<file path="src/rtl/core_mem_if_pkg.sv">
// Shared types and widths for the per-core memory access controller.
package mem_pkg;

  localparam int unsigned ADR_W      = 16;
  localparam int unsigned DAT_W      = 16;
  localparam int unsigned LOCK_ADR_W = 10;

  typedef enum logic [1:0] {
    OP_LOAD   = 2'd0,
    OP_STORE  = 2'd1,
    OP_LOCK   = 2'd2,
    OP_UNLOCK = 2'd3
  } mem_op_t;

  typedef enum logic [2:0] {
    ST_IDLE   = 3'd0,
    ST_MEM_RD = 3'd1,
    ST_MEM_WR = 3'd2,
    ST_LOCK   = 3'd3,
    ST_UNLOCK = 3'd4
  } mem_if_state_t;

endpackage

</file>
<file path="src/rtl/core_mem_if_if.sv">
// Core-side command bus and arbiter-side request bus for core_mem_if.
interface core_req_if;
  import mem_pkg::*;

  logic             req_valid;
  mem_op_t          req_op;
  logic [ADR_W-1:0] req_adr;
  logic [DAT_W-1:0] req_wdat;
  logic             req_ready;
  logic             resp_valid;
  logic [DAT_W-1:0] resp_rdat;

  modport master (
    output req_valid, req_op, req_adr, req_wdat,
    input  req_ready, resp_valid, resp_rdat
  );

  modport slave (
    input  req_valid, req_op, req_adr, req_wdat,
    output req_ready, resp_valid, resp_rdat
  );
endinterface

interface arb_req_if;
  import mem_pkg::*;

  logic [ADR_W-1:0]      mem_read_adr;
  logic [ADR_W-1:0]      mem_write_adr;
  logic [DAT_W-1:0]      mem_write_dat;
  logic                  mem_read_request;
  logic                  mem_read;
  logic                  mem_write_request;
  logic                  mem_write;
  logic [DAT_W-1:0]      mem_dat;
  logic                  mem_ac;
  logic [LOCK_ADR_W-1:0] lock_adr;
  logic                  lock_en;
  logic                  unlock_en;
  logic                  lock_ac;

  modport master (
    output mem_read_adr, mem_write_adr, mem_write_dat,
           mem_read_request, mem_read, mem_write_request, mem_write,
           lock_adr, lock_en, unlock_en,
    input  mem_dat, mem_ac, lock_ac
  );

  modport slave (
    input  mem_read_adr, mem_write_adr, mem_write_dat,
           mem_read_request, mem_read, mem_write_request, mem_write,
           lock_adr, lock_en, unlock_en,
    output mem_dat, mem_ac, lock_ac
  );
endinterface

</file>
<file path="src/rtl/core_mem_if_sat_counter.sv">
// Saturating up-counter with synchronous clear; used for grant-wait statistics.
module sat_counter #(
  parameter int unsigned W = 16
) (
  input  logic         clk,
  input  logic         reset,
  input  logic         clr,
  input  logic         inc,
  output logic [W-1:0] count
);

  always_ff @(posedge clk) begin
    if (reset || clr) begin
      count <= '0;
    end else if (inc && (count != {W{1'b1}})) begin
      count <= count + W'(1);
    end
  end

endmodule

</file>
<file path="src/rtl/core_mem_if.sv">
// Per-core memory/lock request controller feeding one slice of the shared arbiter.
module core_mem_if
  import mem_pkg::*;
#(
  parameter int unsigned WAIT_W = 16
) (
  input  logic              clk,
  input  logic              reset,
  core_req_if.slave         core,
  arb_req_if.master         arb,
  output logic [WAIT_W-1:0] wait_cyc
);

  mem_if_state_t state_q, state_d;

  logic                  ready_q;
  logic                  rd_req_q,    rd_req_d;
  logic                  wr_req_q,    wr_req_d;
  logic                  lock_en_q,   lock_en_d;
  logic                  unlock_en_q, unlock_en_d;
  logic                  resp_vld_q,  resp_vld_d;
  logic [DAT_W-1:0]      rdat_q,      rdat_d;
  logic [ADR_W-1:0]      rd_adr_q,    rd_adr_d;
  logic [ADR_W-1:0]      wr_adr_q,    wr_adr_d;
  logic [DAT_W-1:0]      wr_dat_q,    wr_dat_d;
  logic [LOCK_ADR_W-1:0] lock_adr_q,  lock_adr_d;
  logic [WAIT_W-1:0]     wait_q,      wait_d;

  logic              cnt_clr;
  logic              cnt_inc;
  logic [WAIT_W-1:0] cnt;

  sat_counter #(.W(WAIT_W)) u_wait_cnt (
    .clk   (clk),
    .reset (reset),
    .clr   (cnt_clr),
    .inc   (cnt_inc),
    .count (cnt)
  );

  // Next-state and next-output decode; strobes are re-asserted every busy cycle.
  always_comb begin
    state_d     = state_q;
    rd_req_d    = 1'b0;
    wr_req_d    = 1'b0;
    lock_en_d   = 1'b0;
    unlock_en_d = 1'b0;
    resp_vld_d  = 1'b0;
    rdat_d      = rdat_q;
    rd_adr_d    = rd_adr_q;
    wr_adr_d    = wr_adr_q;
    wr_dat_d    = wr_dat_q;
    lock_adr_d  = lock_adr_q;
    wait_d      = wait_q;
    cnt_clr     = 1'b0;
    cnt_inc     = 1'b0;

    case (state_q)
      ST_IDLE: begin
        if (core.req_valid) begin
          cnt_clr = 1'b1;
          case (core.req_op)
            OP_LOAD: begin
              state_d  = ST_MEM_RD;
              rd_req_d = 1'b1;
              rd_adr_d = core.req_adr;
            end
            OP_STORE: begin
              state_d  = ST_MEM_WR;
              wr_req_d = 1'b1;
              wr_adr_d = core.req_adr;
              wr_dat_d = core.req_wdat;
            end
            OP_LOCK: begin
              state_d    = ST_LOCK;
              lock_en_d  = 1'b1;
              lock_adr_d = core.req_adr[LOCK_ADR_W-1:0];
            end
            default: begin
              state_d     = ST_UNLOCK;
              unlock_en_d = 1'b1;
              lock_adr_d  = core.req_adr[LOCK_ADR_W-1:0];
            end
          endcase
        end
      end
      ST_MEM_RD: begin
        if (arb.mem_ac) begin
          state_d    = ST_IDLE;
          resp_vld_d = 1'b1;
          rdat_d     = arb.mem_dat;
          wait_d     = cnt;
        end else begin
          rd_req_d = 1'b1;
          cnt_inc  = 1'b1;
        end
      end
      ST_MEM_WR: begin
        if (arb.mem_ac) begin
          state_d    = ST_IDLE;
          resp_vld_d = 1'b1;
          wait_d     = cnt;
        end else begin
          wr_req_d = 1'b1;
          cnt_inc  = 1'b1;
        end
      end
      ST_LOCK: begin
        if (arb.lock_ac) begin
          state_d    = ST_IDLE;
          resp_vld_d = 1'b1;
          wait_d     = cnt;
        end else begin
          lock_en_d = 1'b1;
          cnt_inc   = 1'b1;
        end
      end
      ST_UNLOCK: begin
        if (arb.lock_ac) begin
          state_d    = ST_IDLE;
          resp_vld_d = 1'b1;
          wait_d     = cnt;
        end else begin
          unlock_en_d = 1'b1;
          cnt_inc     = 1'b1;
        end
      end
      default: state_d = ST_IDLE;
    endcase
  end

  // State and output registers.
  always_ff @(posedge clk) begin
    if (reset) begin
      state_q     <= ST_IDLE;
      ready_q     <= 1'b1;
      rd_req_q    <= 1'b0;
      wr_req_q    <= 1'b0;
      lock_en_q   <= 1'b0;
      unlock_en_q <= 1'b0;
      resp_vld_q  <= 1'b0;
      rdat_q      <= '0;
      rd_adr_q    <= '0;
      wr_adr_q    <= '0;
      wr_dat_q    <= '0;
      lock_adr_q  <= '0;
      wait_q      <= '0;
    end else begin
      state_q     <= state_d;
      ready_q     <= (state_d == ST_IDLE);
      rd_req_q    <= rd_req_d;
      wr_req_q    <= wr_req_d;
      lock_en_q   <= lock_en_d;
      unlock_en_q <= unlock_en_d;
      resp_vld_q  <= resp_vld_d;
      rdat_q      <= rdat_d;
      rd_adr_q    <= rd_adr_d;
      wr_adr_q    <= wr_adr_d;
      wr_dat_q    <= wr_dat_d;
      lock_adr_q  <= lock_adr_d;
      wait_q      <= wait_d;
    end
  end

  assign core.req_ready       = ready_q;
  assign core.resp_valid      = resp_vld_q;
  assign core.resp_rdat       = rdat_q;
  assign arb.mem_read_adr     = rd_adr_q;
  assign arb.mem_write_adr    = wr_adr_q;
  assign arb.mem_write_dat    = wr_dat_q;
  assign arb.mem_read_request = rd_req_q;
  assign arb.mem_read         = rd_req_q;
  assign arb.mem_write_request = wr_req_q;
  assign arb.mem_write        = wr_req_q;
  assign arb.lock_adr         = lock_adr_q;
  assign arb.lock_en          = lock_en_q;
  assign arb.unlock_en        = unlock_en_q;
  assign wait_cyc             = wait_q;

endmodule

</file>
<file path="src/flat_wrapper.sv">
// flat-port wrapper written by rule: the top's interface ports become plain ports
module core_mem_if_flat import mem_pkg::*;
#(
  parameter int unsigned WAIT_W = 16
)
  (clk, reset, wait_cyc, core_req_valid, core_req_op, core_req_adr, core_req_wdat, core_req_ready, core_resp_valid, core_resp_rdat, arb_mem_read_adr, arb_mem_write_adr, arb_mem_write_dat, arb_mem_read_request, arb_mem_read, arb_mem_write_request, arb_mem_write, arb_lock_adr, arb_lock_en, arb_unlock_en, arb_mem_dat, arb_mem_ac, arb_lock_ac);
  core_req_if core_i ();
  arb_req_if arb_i ();
  input  logic clk;
  input  logic reset;
  output logic [WAIT_W-1:0] wait_cyc;
  input wire logic [$bits(core_i.req_valid)-1:0] core_req_valid;
  input wire logic [$bits(core_i.req_op)-1:0] core_req_op;
  input wire logic [$bits(core_i.req_adr)-1:0] core_req_adr;
  input wire logic [$bits(core_i.req_wdat)-1:0] core_req_wdat;
  output wire logic [$bits(core_i.req_ready)-1:0] core_req_ready;
  output wire logic [$bits(core_i.resp_valid)-1:0] core_resp_valid;
  output wire logic [$bits(core_i.resp_rdat)-1:0] core_resp_rdat;
  output wire logic [$bits(arb_i.mem_read_adr)-1:0] arb_mem_read_adr;
  output wire logic [$bits(arb_i.mem_write_adr)-1:0] arb_mem_write_adr;
  output wire logic [$bits(arb_i.mem_write_dat)-1:0] arb_mem_write_dat;
  output wire logic [$bits(arb_i.mem_read_request)-1:0] arb_mem_read_request;
  output wire logic [$bits(arb_i.mem_read)-1:0] arb_mem_read;
  output wire logic [$bits(arb_i.mem_write_request)-1:0] arb_mem_write_request;
  output wire logic [$bits(arb_i.mem_write)-1:0] arb_mem_write;
  output wire logic [$bits(arb_i.lock_adr)-1:0] arb_lock_adr;
  output wire logic [$bits(arb_i.lock_en)-1:0] arb_lock_en;
  output wire logic [$bits(arb_i.unlock_en)-1:0] arb_unlock_en;
  input wire logic [$bits(arb_i.mem_dat)-1:0] arb_mem_dat;
  input wire logic [$bits(arb_i.mem_ac)-1:0] arb_mem_ac;
  input wire logic [$bits(arb_i.lock_ac)-1:0] arb_lock_ac;
  assign core_i.req_valid = core_req_valid;
  assign core_i.req_op = core_req_op;
  assign core_i.req_adr = core_req_adr;
  assign core_i.req_wdat = core_req_wdat;
  assign core_req_ready = core_i.req_ready;
  assign core_resp_valid = core_i.resp_valid;
  assign core_resp_rdat = core_i.resp_rdat;
  assign arb_mem_read_adr = arb_i.mem_read_adr;
  assign arb_mem_write_adr = arb_i.mem_write_adr;
  assign arb_mem_write_dat = arb_i.mem_write_dat;
  assign arb_mem_read_request = arb_i.mem_read_request;
  assign arb_mem_read = arb_i.mem_read;
  assign arb_mem_write_request = arb_i.mem_write_request;
  assign arb_mem_write = arb_i.mem_write;
  assign arb_lock_adr = arb_i.lock_adr;
  assign arb_lock_en = arb_i.lock_en;
  assign arb_unlock_en = arb_i.unlock_en;
  assign arb_i.mem_dat = arb_mem_dat;
  assign arb_i.mem_ac = arb_mem_ac;
  assign arb_i.lock_ac = arb_lock_ac;
  core_mem_if #(.WAIT_W(WAIT_W)) u_core (.clk(clk), .reset(reset), .core(core_i), .arb(arb_i), .wait_cyc(wait_cyc));
endmodule
</file>
<file path="config.mk">
export PLATFORM = sky130hd
export DESIGN_NAME = core_mem_if_flat
export DESIGN_NICKNAME = d
export VERILOG_FILES = /design/src/rtl/core_mem_if_pkg.sv /design/src/rtl/core_mem_if_if.sv /design/src/rtl/core_mem_if_sat_counter.sv /design/src/rtl/core_mem_if.sv /design/src/flat_wrapper.sv
export SDC_FILE = /design/constraint.sdc
export NUM_CORES = 1
export LEC_CHECK = 0
export CAP_MARGIN = 15
export CORE_MARGIN = 2
export CORE_UTILIZATION = 43
export CTS_BUF_LIST = sky130_fd_sc_hd__clkbuf_8
export CTS_CLUSTER_DIAMETER = 50
export CTS_CLUSTER_SIZE = 25
export DETAILED_ROUTE_END_ITERATION = 12
export GPL_TIMING_DRIVEN = 0
export PLACE_DENSITY = 0.89
export SLEW_MARGIN = 10
export SYNTH_ARGS = -nofsm -noshare
export SYNTH_HDL_FRONTEND = slang
export SYNTH_HIERARCHICAL = 1
export SYNTH_SLANG_ARGS = --single-unit
</file>
<file path="constraint.sdc">
create_clock -name clk -period 1.9 [get_ports clk]
set_input_delay 0.285 -clock clk [delete_from_list [all_inputs] [get_ports clk]]
set_output_delay 0.285 -clock clk [all_outputs]
set_load 0.005 [all_outputs]
</file>
==> run summary, run 1 <==
status = complete, but fails checks
failing checks = setup timing
Area Overhead vs Synth = 49.9%
Comb power frac = 0.129
share of layout cells above drive strength 1 = 0.136
top-area cell type share of the netlist area = 0.497
Routed Antenna Nets = 0
Peak Freq = 482 MHz
CTS tree = done
drt wl/cell = 16.1 microns
leakage power = 2.60 nW
CTS clk-pin slew, worst paths = 0.08 ns
Max-slew headroom = 0.499
setup violators final = 12
fin crit period = 2.08 ns
Via Count = 4669
final hold viol count = 0
setup_tns = -1.45 ns
Skew-Pair Late Insertion Delay = 0.43 ns
sequential share of power = 0.469
YS warnings = 6
die height = 108 microns
predominant post-synthesis flop cell = dfxtp_1
fin crit share = 1.09
Seq cells post-synth = 115
switching pwr = 1.46 mW
Pwr Density = 774 nW/um^2
Setup crit start kind = flop
Crit Path Max Fanout = 4
num ports = 153
RSZ-0062 raised after global routing = true
Port Buffers = 152
Worst Hold Class = primary input to flop
GRT Overall Usage = 0.246
sequential area share after synthesis = 0.497
worst-margin pin slew = 0.745 ns
Synth top cells by count = nand2_1 (149), dfxtp_1 (115), a21oi_1 (85)
share of flip-flops with an asynchronous set or reset = 0
Avg Cell Area, Syn = 8.47 sq um
diode count = 0
DP Cell Count = 835
initial antenna violation count = 0
first-pass GRT wire length = 22100 microns
grt total ovfl = 0
CTS hold repair buffers = 0
First DRT Iteration DRCs = 284
setup ws final = -0.176 ns
DRC = 0
Crit path arrival time = 2.43 ns
drt total wl = 14300 microns
syn nets = 607
max-cap violation count = 0
pins over their slew limit = 0
crit path capture type = flop
Initial Util = 0.447
Sw Share = 0.271
top cells by area, synth = dfxtp_1 (50%), nand2_1 (12%), a21oi_1 (9.2%)
die span in x = 108 microns
total iterations of the first detailed-routing run = 5
# rows = 37
synthesized area = 4630 sq um
post-route insts no fill = 886
synth unique cells = 45
post-synth top area cell = dfxtp_1
skew final = 0.0141 ns
Clock Sink Count = 115
Root Driver = clkbuf_8
peak supply drop = 0.000350 V
clock tree buffer depth = 2
gpl congestion = 0.918
Critical Path RT = 2.26 ns
Post-synth EDFFs = 0
CP Class = flop to flop
post-detail-place hpwl = 10100 microns
clock network power share = 0.402
TritonCTS Buffers = 17
die area = 11600 sq um
most frequent cell after synthesis = nand2_1
area of the core = 10400 sq um
Int Power = 3.92 mW
Nets = 797
Mapped Cells = 547
vias per cell = 5.27
largest net degree at the start of global routing = 17
number of global-route vias before repair = 4638
H-tree levels = 4
[area by class of cell]
class                      count  area (sq um)
buffer                        35           219
clock buffer                  17           234
clock inverter                15           145
fill                         802          3420
inverter                       6          22.5
multi-input combinational    389          2160
sequential                   115          2300
tap                          136           170
timing repair buffer         173          1690
[power by group through the flow]
stage | clock network, mW | logic, mW | registers (mW)
after floorplan | 0 | 0.280 | 2.57
after global placement | 0 | 0.608 | 2.57
after detailed placement | 0 | 0.626 | 2.57
after CTS | 2.21 | 0.653 | 2.52
after global routing | 2.33 | 0.744 | 2.53
final | 2.16 | 0.692 | 2.52
[layout by cell type, fill, tap and decap left out, types with 2 or more instances in the layout]
cell	count
a21oi_1	83
a21oi_2	2
a22oi_1	2
a31oi_1	4
a41o_1	4
and2_1	4
and4_1	4
buf_2	3
buf_4	25
buf_6	5
clkbuf_1	10
clkbuf_2	9
clkbuf_4	3
clkbuf_8	17
clkdlybuf4s50_1	152
clkinv_2	2
clkinv_4	3
clkinvlp_4	2
dfxtp_1	113
dfxtp_2	2
ha_1	5
inv_1	5
inv_6	6
mux2i_1	17
nand2_1	148
nand2b_1	32
nand3_1	16
nand3b_1	2
nand4_1	5
nor2_1	18
nor3_1	2
o21ai_0	5
o31ai_1	3
or3_1	5
or4_4	3
[kinds of logic (layout without fill, tap and decap cells)]
| family | after synthesis | count (layout) | synth area share |
|---|---|---|---|
| AO/OA/AOI/OAI | 112 | 112 | 0.137 |
| XOR/XNOR | 4 | 4 | 0.00756 |
| adder cells (fa/ha/maj) | 5 | 5 | 0.0135 |
| buffers and inverters | 43 | 246 | 0.0473 |
| flip-flops | 115 | 115 | 0.497 |
| multiplexers | 18 | 18 | 0.0389 |
| AND/OR/NAND/NOR | 250 | 250 | 0.259 |
[through the flow]
step / setup slack, ns / hold WS, ns / total power [mW] / area (sq um) / utilization
2_1_floorplan: -0.101 / 0.421 / 2.85 / 4640 / -
3_3_place_gp: -0.635 / 0.441 / 3.18 / 6330 / 0.611
3_5_place_dp: -0.772 / 0.448 / 3.20 / 6330 / 0.611
4_1_cts: -0.0923 / 0.379 / 5.38 / 6840 / 0.659
5_1_grt: -0.263 / 0.377 / 5.61 / 6950 / 0.670
6_report: -0.176 / 0.398 / 5.38 / 6950 / 0.670
[worst paths after layout]
check        slack [ns]                                  endpoint  cells past startpoint                                  start
max               -0.18   u_core/u_wait_cnt/count[6]$_SDFFE_PP0P_                      8           u_core/state_q[0]$_SDFF_PP0_
min                0.40  u_core/arb.mem_write_dat[5]$_SDFFE_PP0P_                      3                       core_req_wdat[5]
max reg2reg       -0.18   u_core/u_wait_cnt/count[6]$_SDFFE_PP0P_                      8           u_core/state_q[0]$_SDFF_PP0_
min reg2reg        0.46     u_core/core.resp_rdat[2]$_SDFFE_PP0P_                      2  u_core/core.resp_rdat[2]$_SDFFE_PP0P_
[routing by layer]
layer | part of all wire | global-route usage
met5 | 0 | 0
met4 | 0.025 | 0.110
met1 | 0.40 | 0.276
met3 | 0.065 | 0.0775
met2 | 0.50 | 0.425
[state kept, by name, summed over array words and instances, names as in the netlist]
signal and flops:
u_core/arb.mem_write_dat 16, u_core/arb.mem_write_adr 16, u_core/core.resp_valid 1, u_core/arb.mem_read 1, u_core/arb.mem_write 1, u_core/u_wait_cnt/count 16
u_core/state_q 3, u_core/wait_cyc 16, u_core/arb.mem_read_adr 16, u_core/arb.lock_en 1, u_core/core.resp_rdat 16, u_core/core.req_ready 1
u_core/arb.lock_adr 10, u_core/arb.unlock_en 1
[timing repair]
item	in CTS	in global routing
setup buffers	14	7
setup endpoints to repair	20	90
resized for setup	10	32
pin swaps	6	6
[critical path, cell delays in order, from the launching register on]
cell	delay, ns
dfxtp_2	0.33
buf_6	0.11
or2_4	0.23
mux2i_2	0.22
a22o_2	0.22
nand4_1	0.15
a41o_1	0.28
or3_1	0.33
a21oi_2	0.14
(Power assumes the default switching activity.)
==> inputs of run 2 (changes only) <==
--- a/config.mk
+++ b/config.mk
@@ -6,7 +6,7 @@
 export NUM_CORES = 1
 export LEC_CHECK = 0
 export CAP_MARGIN = 15
-export CORE_MARGIN = 2
+export CORE_MARGIN = 1
 export CORE_UTILIZATION = 43
 export CTS_BUF_LIST = sky130_fd_sc_hd__clkbuf_8
 export CTS_CLUSTER_DIAMETER = 50
==> run 2 against run 1 <==
Compared with the run above: the flow still finishes with violations (setup timing); combinational power decreased by 2%; final cell count decreased by 0.68%; hold slack improved by 0.010 ns; design area decreased by 0.16%; critical endpoint is now u_core/u_wait_cnt/count[13]$_SDFFE_PP0P_; largest cell class unchanged.
==> run summary, run 2 (synthesis results as in run 1) <==
initial antenna violation count = 0
Sw Share = 0.252
final hold viol count = 0
Routed Antenna Nets = 0
CTS hold repair buffers = 0
grt total ovfl = 0
Pwr Density = 771 nW/um^2
fin crit period = 2.07 ns
First DRT Iteration DRCs = 330
drt wl/cell = 15.5 microns
die height = 106 microns
CP Class = flop to flop
fin crit share = 1.09
R2R setup slack = -0.17 ns
Worst path max stage delay = 0.45 ns
Area Overhead vs Synth = 49.7%
Crit Path Max Fanout = 7
status = complete, but fails checks
DRC = 0
Crit path arrival time = 2.43 ns
share of layout cells above drive strength 1 = 0.134
worst hold path depth = 3
setup violators final = 12
FF-to-FF Start = u_core/state_q[0]$_SDFF_PP0_
Worst Hold End = u_core/arb.mem_write_dat[0]$_SDFFE_PP0P_
first-pass GRT wire length = 21500 microns
R2R depth = 9
Initial Util = 0.447
number of global-route vias before repair = 4544
skew final = 0.00805 ns
worst-margin pin slew = 0.526 ns
H-tree levels = 4
area of the core = 10400 sq um
total iterations of the first detailed-routing run = 5
num ports = 153
hold wc startpoint = core_req_wdat[0]
setup_tns = -1.19 ns
top cell family by delay on the critical path = simple AND/OR/NAND/NOR gates
CTS clk-pin slew, worst paths = 0.07 ns
WHS = 0.409 ns
leakage power = 2.61 nW
diode count = 0
TritonCTS Buffers = 17
Via Count = 4586
die area = 11200 sq um
reg2reg end = u_core/u_wait_cnt/count[13]$_SDFFE_PP0P_
switching pwr = 1.34 mW
post-detail-place hpwl = 9770 microns
clock tree buffer depth = 2
Placed Instance Area = 6330 sq um
# rows = 37
setup ws final = -0.166 ns
failing checks = setup timing
worst path bufs/invs = 3
gpl congestion = 0.892
Clock Sink Count = 115
crit path from = u_core/state_q[0]$_SDFF_PP0_
peak supply drop = 0.000400 V
fin util = 0.669
vias per cell = 5.21
crit path capture type = flop
DP Cell Count = 835
commonest non-fill, non-tap cell in the layout = clkdlybuf4s50_1
sequential share of power = 0.473
Critical Path Most Common Cell = buf_6
die span in x = 106 microns
post-route insts no fill = 880
GRT Overall Usage = 0.247
slowest CP cell = or4_4
Comb power frac = 0.127
drt total wl = 13600 microns
largest net degree at the start of global routing = 17
DP Worst Slack = -0.729 ns
Nets = 792
Final Cell Area = 6930 sq um
RSZ-0062 raised after global routing = true
Int Power = 4.00 mW
clock network power share = 0.401
Root Driver = clkbuf_8
Setup crit start kind = flop
Critical Path RT = 2.26 ns
pins over their slew limit = 0
Skew-Pair Late Insertion Delay = 0.43 ns
CTS tree = done
Worst Hold Class = primary input to flop
Peak Freq = 484 MHz
crit-path cells = buf_6 -> or2_1 -> mux2i_1 -> a22o_2 -> buf_4 -> buf_6 -> nand4_4 -> or4_4 -> a21oi_2
most frequent cells in the layout = clkdlybuf4s50_1 (152), nand2_1 (149), dfxtp_1 (112)
Port Buffers = 152
Max-slew headroom = 0.649
number of fill cells in the layout = 804
Overall Power = 5.35 mW
max-cap violation count = 0
-- run 2: cell count changes in the layout (fill, tap and decap cells not counted), moves of 2 or more --
cell	delta
a21oi_2	+4
a21oi_1	-4
inv_6	-5
clkbuf_4	-3
clkinv_2	+2
-- run 2: layout make-up --
type,count,area [sq um],area share
clock inverter,14,141,0.0204
sequential,115,2310,0.333
tap,136,170,0.0245
multi-input combinational,389,2200,0.317
buffer,33,201,0.0291
inverter,6,22.5,0.00325
timing repair buffer,170,1660,0.239
clock buffer,17,234,0.0337
-- run 2: worst max-delay path by stage --
stage	to	slack, ns	cells after the start
floorplan	u_core/u_wait_cnt/count[14]$_SDFFE_PP0P_	-0.10	8
global placement	u_core/u_wait_cnt/count[0]$_SDFFE_PP0P_	-0.67	7
detailed placement	u_core/u_wait_cnt/count[11]$_SDFFE_PP0P_	-0.73	7
CTS	u_core/u_wait_cnt/count[6]$_SDFFE_PP0P_	-0.11	8
global route	u_core/u_wait_cnt/count[13]$_SDFFE_PP0P_	-0.23	9
finish	u_core/u_wait_cnt/count[13]$_SDFFE_PP0P_	-0.17	9
-- run 2: timing repair --
item	4_1_cts	5_1_grt
resized for setup	6	41
setup endpoints to repair	25	80
pin swaps	6	12
buffers inserted	10	8
-- run 2: worst reg2reg max path, cell delays in order, from the launching register on --
cell	delay, ns
dfxtp_2	0.33
buf_6	0.11
or2_1	0.24
mux2i_1	0.19
a22o_2	0.20
buf_4	0.11
buf_6	0.11
nand4_4	0.13
or4_4	0.45
a21oi_2	0.14
-- run 2: power by group through the flow --
| stage | registers [mW] | clock network [mW] | logic, mW |
|---|---|---|---|
| 3_3_place_gp | 2.57 | 0 | 0.606 |
| 3_5_place_dp | 2.57 | 0 | 0.623 |
| 6_report | 2.53 | 2.14 | 0.677 |
| 5_1_grt | 2.53 | 2.31 | 0.728 |
| 4_1_cts | 2.52 | 2.19 | 0.648 |
| 2_1_floorplan | 2.57 | 0 | 0.280 |
-- run 2: layer usage --
layer / global-route usage / vias up / share of wire
met1: 0.278 / 2168 / 0.41
met4: 0.129 / 0 / 0.028
met5: 0 / - / 0
met2: 0.423 / 168 / 0.51
met3: 0.0686 / 32 / 0.058
li1: - / 2218 / -
